## src/rtl/regfile_controller.sv

```systemverilog
// regfile_controller: instruction decoder/FSM for a register-file datapath; define ILLEGAL_TRAP_EN to trap undefined instructions in HALT.
module regfile_controller (
    input  logic        clk,
    input  logic        reset_n,
    input  logic [15:0] in,
    input  logic        load,
    input  logic        s,
    output logic        w,
    output logic        illegal,
    output logic [2:0]  readnum,
    output logic [2:0]  writenum,
    output logic        write,
    output logic        loada,
    output logic        loadb,
    output logic        loadc,
    output logic        loads,
    output logic        asel,
    output logic        bsel,
    output logic [1:0]  vsel,
    output logic [1:0]  ALUop,
    output logic [1:0]  shift,
    output logic [15:0] sximm8
);
    typedef enum logic [3:0] {
        S_WAIT, S_DECODE, S_WRITE_IMM, S_GET_A, S_GET_B, S_ALU, S_CMP, S_WRITE_REG, S_HALT
    } state_t;
`ifdef ILLEGAL_TRAP_EN
    localparam state_t UNDEF_NEXT = S_HALT;
`else
    localparam state_t UNDEF_NEXT = S_WAIT;
`endif
    state_t state_q, state_d;
    logic [15:0] ir_q, ir_d;
    logic [2:0] opcode, rn, rd, rm;
    logic [1:0] op;
    logic is_mov_imm, is_mov_reg, is_mvn, is_add_and, is_cmp;
    assign opcode = ir_q[15:13];
    assign op = ir_q[12:11];
    assign rn = ir_q[10:8];
    assign rd = ir_q[7:5];
    assign rm = ir_q[2:0];
    assign is_mov_imm = opcode == 3'b110 && op == 2'b10;
    assign is_mov_reg = opcode == 3'b110 && op == 2'b00;
    assign is_mvn = opcode == 3'b101 && op == 2'b11;
    assign is_add_and = opcode == 3'b101 && (op == 2'b00 || op == 2'b10);
    assign is_cmp = opcode == 3'b101 && op == 2'b01;
    always_comb begin
        ir_d = (state_q == S_WAIT && load) ? in : ir_q;
        state_d = state_q;
        case (state_q)
            S_WAIT:      state_d = s ? S_DECODE : S_WAIT;
            S_DECODE:    state_d = is_mov_imm ? S_WRITE_IMM :
                                   (is_mov_reg || is_mvn) ? S_GET_B :
                                   (is_add_and || is_cmp) ? S_GET_A : UNDEF_NEXT;
            S_GET_A:     state_d = S_GET_B;
            S_GET_B:     state_d = is_cmp ? S_CMP : S_ALU;
            S_ALU:       state_d = S_WRITE_REG;
            S_HALT:      state_d = S_HALT;
            default:     state_d = S_WAIT;
        endcase
    end
    always_ff @(posedge clk or negedge reset_n) begin
        if (!reset_n) begin
            state_q <= S_WAIT;
            ir_q <= 16'h0000;
        end else begin
            state_q <= state_d;
            ir_q <= ir_d;
        end
    end
    assign w = state_q == S_WAIT;
    assign illegal = state_q == S_HALT;
    assign write = state_q == S_WRITE_IMM || state_q == S_WRITE_REG;
    assign writenum = state_q == S_WRITE_IMM ? rn : state_q == S_WRITE_REG ? rd : 3'd0;
    assign vsel = state_q == S_WRITE_IMM ? 2'b01 : 2'b00;
    assign readnum = state_q == S_GET_A ? rn : state_q == S_GET_B ? rm : 3'd0;
    assign loada = state_q == S_GET_A;
    assign loadb = state_q == S_GET_B;
    assign loadc = state_q == S_ALU;
    assign asel = state_q == S_ALU && is_mov_reg;
    assign loads = state_q == S_CMP;
    assign bsel = 1'b0;
    assign ALUop = opcode == 3'b101 ? op : 2'b00;
    assign shift = ir_q[4:3];
    assign sximm8 = {{8{ir_q[7]}}, ir_q[7:0]};
endmodule

```

## config.mk

```make
export PLATFORM = sky130hd
export DESIGN_NAME = regfile_controller
export DESIGN_NICKNAME = d
export VERILOG_FILES = /design/src/rtl/regfile_controller.sv
export SDC_FILE = /design/constraint.sdc
export NUM_CORES = 1
export LEC_CHECK = 0
export ABC_CLOCK_PERIOD_IN_PS = 2029
export CAP_MARGIN = 20
export CORE_MARGIN = 3
export CORE_UTILIZATION = 40
export CTS_BUF_LIST = sky130_fd_sc_hd__clkbuf_8
export DETAILED_ROUTE_END_ITERATION = 10
export GPL_TIMING_DRIVEN = 1
export PLACE_DENSITY = 0.83
export SLEW_MARGIN = 20
export SYNTH_ARGS = -nofsm -noshare
export SYNTH_HDL_FRONTEND = slang
export SYNTH_SLANG_ARGS = --single-unit
```

## constraint.sdc

```tcl
create_clock -name clk -period 2.03 [get_ports clk]
set_clock_uncertainty 0.2 [all_clocks]
set_input_delay 0.3045 -clock clk [delete_from_list [all_inputs] [get_ports clk]]
set_output_delay 0.3045 -clock clk [all_outputs]
set_load 0.01 [all_outputs]
```

==> impl_metrics.json, run 1 <==
{
  "vias_per_cell": 5.14,
  "crit_fanout": 5,
  "synth_area_leaders": "dfrtp_1 (40%), buf_4 (12%), mux2_4 (12%)",
  "fin_area_sq_mm": 0.00195,
  "cts_made_buffers": 3,
  "io_buffer_count": 54,
  "rsz0062_at_grt": "true",
  "synth_warnings": 0,
  "yosysTopAreaCell": "dfrtp_1",
  "synth_area_per_cell_sq_um": 11.9,
  "dpl.hpwl_microns": 2190,
  "gp_congestion": 0.812,
  "core_sq_mm": 0.00285,
  "fin_crit_ns": 2.29,
  "drtAntennaViolNets": 0,
  "setup_ws_ns": -0.261,
  "clock-root-buffer": "clkbuf_8",
  "crit_top_cell": "buf_4",
  "cpPeakStageDelay_ns": 0.46,
  "r2r-end": "ir_q[10]",
  "start_util_pct": 43.4,
  "netlist_area_sq_mm": 0.00124,
  "syn2layout_area_growth_pct": 57.6,
  "synth_seq_cells": 20,
  "vias": 1027,
  "yosysUniqueCellTypes": 31,
  "worstPathArrival_ns": 1.79,
  "dr.pass1.iters": 4,
  "layout.nets": 190,
  "grt_pass1_vias": 978,
  "relSlewSlack_pct": 65.2,
  "path_depth": 6,
  "cp-end-kind": "output port",
  "synthesis.instances": 104,
  "crit_family": "buffers and inverters",
  "die_area_sq_mm": 0.00380,
  "grt-ovfl-total": 0,
  "outcome": "finished, violations left",
  "totalWireLength_microns": 3260,
  "drv_slew": 0,
  "p_leak_nw": 0.940,
  "hold_viol": 0,
  "failed_checks": "negative setup slack",
  "ff2ff_setup_slack_ns": 0.10,
  "reg2reg_depth": 6,
  "clk_latency_ns": 0.26,
  "dieWidth_microns": 61.7,
  "place_area_sq_mm": 0.00176,
  "crit_required_ns": 1.53,
  "hp-class": "in -> async",
  "p_int_mw": 1.94,
  "ir_drop_uv": 852,
  "num_io_pins": 57,
  "combPwrFrac_pct": 63.3,
  "first_iter_violations": 30,
  "worst_slew_pin_slew_ns": 0.515,
  "grt_start_max_net_pins": 21,
  "p_per_area_mw_per_mm2": 1540,
  "seq_power_share_pct": 26.7,
  "max_freq_ghz": 0.437,
  "r2r_start": "state_q[3]",
  "cts.sinks": 20,
  "die_h_microns": 61.7,
  "drcViolationCount": 0,
  "start_kind": "flip-flop",
  "cts_buffer_depth": 2,
  "cp_slowest_cell": "dfrtp_2",
  "drv_cap": 0,
  "switchingPower_mw": 1.07,
  "path_buf_inv": 4,
  "grt_util_all_layers_pct": 17.5,
  "cts_tree": "yes",
  "holdWs_ns": 0.196,
  "placement_rows": 19,
  "crit_type": "reg -> out",
  "antenna_cells": 0,
  "layout-drive-gt1-share_pct": 47.9,
  "antenna_found_initial": 0,
  "grt_pass1_wl_microns": 4750,
  "timing.final.crit_share_pct": 113,
  "crit_chain": "buf_12, nor4b_4, buf_4, buf_4, a22o_1, buf_2",
  "wl_per_cell_microns": 16.3,
  "yosysSeqAreaShare_pct": 40.4,
  "setup_violations": 5,
  "cts_hold_buf": 0,
  "cts_max_level": 1,
  "clkPwrFrac_pct": 10.0,
  "path_clk_slew_ns": 0.07,
  "synth.top_cell.area_share_pct": 40.4,
  "swShare_pct": 35.7
}
==> synthesized netlist by cell type, drive strengths merged <==
cell type	number
o21ai	1
nand3	2
a211o	1
a31oi	1
o211ai	1
nand4b	1
buf	25
nor4bb	1
a21oi	1
conb	1
mux2	17
o21bai	1
mux2i	2
inv	2
dfrtp	20
a22o	3
nor2	3
and2	2
nor4	1
nand2	6
nor4b	5
nand2b	1
and4bb	2
nor3b	2
and3b	2
==> worst register-to-register path: cells and delay by family, from the launching register on <==
family	cells	cell delay [ns]
buf+inv	3	0.46
flops	1	0.46
simple gates	2	0.36
mux	1	0.34
==> timing repair <==
action	in CTS	in global routing
pin swaps	2	6
resized for setup	54	21
cloned	0	0
endpoints found under the setup margin	16	26
setup buffers	11	6
==> sequential cells by signal, indices dropped and copies added (netlist names) <==
register,flops
ir_q,16
state_q,4
==> power groups by stage <==
stage	clock (mW)	sequential (mW)	combinational [mW]
detailed placement	0	0.802	1.68
global route	0.326	0.839	2.03
global placement	0	0.786	1.64
finish	0.300	0.804	1.91
floorplan	0	0.744	1.13
CTS	0.300	0.808	1.79
==> layout by cell type (no fill, tap or decap), drive strengths merged, types with 2 or more instances in the layout <==
master and count:
buf 41, clkdlybuf4s50 37, dfrtp 20, mux2 17
clkbuf 7, nand2 6, nor4b 5, a22o 3
nor2 3, inv 2, and4bb 2, nor3b 2
and3b 2, nand3 2, mux2i 2, conb 2
dlygate4sd2 2, and2 2
==> worst max-delay path by stage <==
| stage | start | to | slack (ns) |
|---|---|---|---|
| final | state_q[3] | readnum[0] | -0.26 |
| after global routing | state_q[3] | readnum[0] | -0.31 |
| after CTS | state_q[0] | writenum[1] | -0.21 |
| after detailed placement | state_q[0] | readnum[0] | -0.1 |
| after global placement | state_q[1] | readnum[2] | -0.07 |
| after floorplan | state_q[0] | writenum[0] | 0.13 |
==> metrics by stage <==
step,instances,utilization (%),setup WS (ns),power [mW],TNS [ns]
2_1_floorplan,105,-,0.129,1.87,0
3_3_place_gp,182,61.8,-0.0699,2.43,-0.271
3_5_place_dp,182,61.8,-0.0959,2.48,-0.517
4_1_cts,197,67.0,-0.206,2.90,-0.670
5_1_grt,200,68.4,-0.307,3.20,-1.21
6_report,200,68.4,-0.261,3.01,-0.796
==> logic make-up after synthesis <==
logic type,count (synthesis),share of synthesized area (%)
buffers and inverters,27,15.8
AOI/OAI and AO/OA,9,5.35
other,1,0.303
DFF,20,40.4
and+or+nand+nor,28,18.1
muxes,19,20.1
==> layer usage <==
layer / global-route usage, % / wire length, microns
met3: 2.73 / 235
met5: 0 / 0
met1: 20.4 / 1250
met2: 31.8 / 1670
met4: 6.67 / 98
==> area by class of cell <==
type	instances	area (sq um)
Clock buffer	4	55.1
Fill cell	205	901
Inverter	2	7.51
Multi-Input combinational cell	58	603
Sequential cell	20	505
Tap cell	31	38.8
Timing Repair Buffer	85	742
Power figures use the tool's default switching activity.
==> run 2, diff against run 1 <==
--- a/config.mk
+++ b/config.mk
@@ -11,7 +11,7 @@
 export CORE_UTILIZATION = 40
 export CTS_BUF_LIST = sky130_fd_sc_hd__clkbuf_8
 export DETAILED_ROUTE_END_ITERATION = 10
-export GPL_TIMING_DRIVEN = 1
+export GPL_TIMING_DRIVEN = 0
 export PLACE_DENSITY = 0.83
 export SLEW_MARGIN = 20
 export SYNTH_ARGS = -nofsm -noshare
==> impl_metrics.json, run 2 (synthesized netlist as in run 1, its figures left out) <==
{
  "fin_area_sq_mm": 0.00204,
  "gp_congestion": 0.836,
  "worstPathArrival_ns": 1.63,
  "ir_drop_uv": 720,
  "setup_ws_ns": -0.108,
  "top_regs": "ir_q: 16 flops, state_q: 4 flops",
  "clk_latency_ns": 0.25,
  "largest_reg_flops": 16,
  "cts_max_level": 1,
  "worst_slew_pin_slew_ns": 0.912,
  "vias_per_cell": 5.00,
  "fin_crit_ns": 2.14,
  "io_buffer_count": 54,
  "antenna_found_initial": 0,
  "clkPwrFrac_pct": 8.2,
  "cts_buffer_depth": 2,
  "holdWs_ns": 0.340,
  "dpl.hpwl_microns": 2150,
  "regMostFlops": "ir_q",
  "hold_viol": 0,
  "final_cell_mix": "buf_4 (37), clkdlybuf4s50_1 (37), dfrtp_1 (18)",
  "die_h_microns": 61.7,
  "max_freq_ghz": 0.468,
  "combPwrFrac_pct": 66.3,
  "drcViolationCount": 0,
  "syn2layout_area_growth_pct": 65.1,
  "core_sq_mm": 0.00285,
  "first_iter_violations": 57,
  "cts.sinks": 20,
  "layout.nets": 205,
  "p_per_area_mw_per_mm2": 1550,
  "p_int_mw": 2.08,
  "cts_made_buffers": 3,
  "grt_util_all_layers_pct": 16.3,
  "dr.pass1.iters": 4,
  "timing.final.crit_share_pct": 105,
  "setup_violations": 5,
  "grt_pass1_wl_microns": 4510,
  "top_usage_layer": "met2",
  "met1_usage_pct": 21.1,
  "drv_cap": 0,
  "start_kind": "flip-flop",
  "layout-drive-gt1-share_pct": 47.5,
  "relSlewSlack_pct": 39.0,
  "totalWireLength_microns": 3220,
  "total_power_mw": 3.16,
  "vias": 1070,
  "grt-ovfl-total": 0,
  "met3_usage_pct": 3.14,
  "start_util_pct": 43.4,
  "failed_checks": "negative setup slack",
  "rsz0062_at_grt": "true",
  "reg2reg_depth": 6,
  "place_area_sq_mm": 0.00182,
  "cts_tree": "yes",
  "dieWidth_microns": 61.7,
  "hp-class": "reg -> reg",
  "seq_power_share_pct": 25.6,
  "outcome": "finished, violations left",
  "switchingPower_mw": 1.08,
  "p_leak_nw": 1.02,
  "crit_type": "reg -> out",
  "grt_start_max_net_pins": 21,
  "crit_fanout": 9,
  "placement_rows": 19,
  "drtAntennaViolNets": 0,
  "path_clk_slew_ns": 0.07,
  "wl_per_cell_microns": 15.1,
  "swShare_pct": 34.3,
  "antenna_cells": 0,
  "fin_setup_tns_ns": -0.408,
  "grt_pass1_vias": 963,
  "gr-usage-met2_pct": 26.9,
  "cp-end-kind": "output port",
  "crit_required_ns": 1.53,
  "holdPathStages": 1,
  "die_area_sq_mm": 0.00380,
  "clock-root-buffer": "clkbuf_8",
  "num_io_pins": 57,
  "drv_slew": 0
}
-- run 2: changes by cell type in the layout (fill, tap and decap cells not counted), sizes merged --
cell,change
buf,+10
clkdlybuf4s15,+2
dlygate4sd2,+2
-- run 2: what timing repair did --
action	4_1_cts	5_1_grt
setup endpoints to repair	16	24
pin swaps	6	2
buffers inserted	16	4
cloned	0	1
hold buffers	0	0
resized for setup	45	18
-- run 2: metrics by stage --
| step | worst slack, ns | util (%) | cells |
|---|---|---|---|
| 2_1_floorplan | 0.129 | - | 105 |
| 3_3_place_gp | -0.330 | 63.9 | 190 |
| 3_5_place_dp | -0.369 | 63.9 | 190 |
| 4_1_cts | -0.0973 | 70.0 | 209 |
| 5_1_grt | -0.167 | 71.7 | 214 |
| 6_report | -0.108 | 71.7 | 214 |
-- run 2: path summary, 6_finish.rpt --
path,end,startpoint,slack [ns]
hold reg to reg,ir_q[1],ir_q[1],0.34
min in group asynchronous,state_q[3],reset_n,0.36
setup / recovery,writenum[1],state_q[3],-0.11
max in group asynchronous,state_q[2],reset_n,0.65
hold / removal,ir_q[1],ir_q[1],0.34
setup reg to reg,ir_q[12],state_q[0],0.08
-- run 2: power groups by stage --
stage               combinational (mW)  clock, mW  sequential, mW
finish                            2.10      0.258           0.809
detailed placement                1.82          0           0.798
CTS                               1.98      0.263           0.792
global placement                  1.78          0           0.781
global route                      2.23      0.282           0.846
floorplan                         1.13          0           0.744
-- run 2: critical path: stages, from the launching register on --
cell and delay, ns:
dfrtp_1 0.38, buf_6 0.14, nor4b_4 0.30, buf_4 0.17, mux2i_1 0.20, nor2_1 0.06
buf_2 0.14
-- run 2: metal layers --
| metal | share of wire [%] | vias to the layer above |
|---|---|---|
| met4 | 2.1 | 0 |
| met1 | 43 | 498 |
| met2 | 47 | 56 |
| met5 | 0 | - |
| met3 | 7.5 | 9 |
| li1 | - | 507 |
-- run 2: final cells by class --
| cell class | count | area, sq um |
|---|---|---|
| fillers | 195 | 808 |
| repair buffers | 75 | 659 |
| multi-input cells | 58 | 588 |
| flip-flops and latches | 20 | 503 |
| plain buffers | 25 | 206 |
| clock buffers | 3 | 41.3 |
| well taps | 31 | 38.8 |
| inverters | 2 | 7.51 |
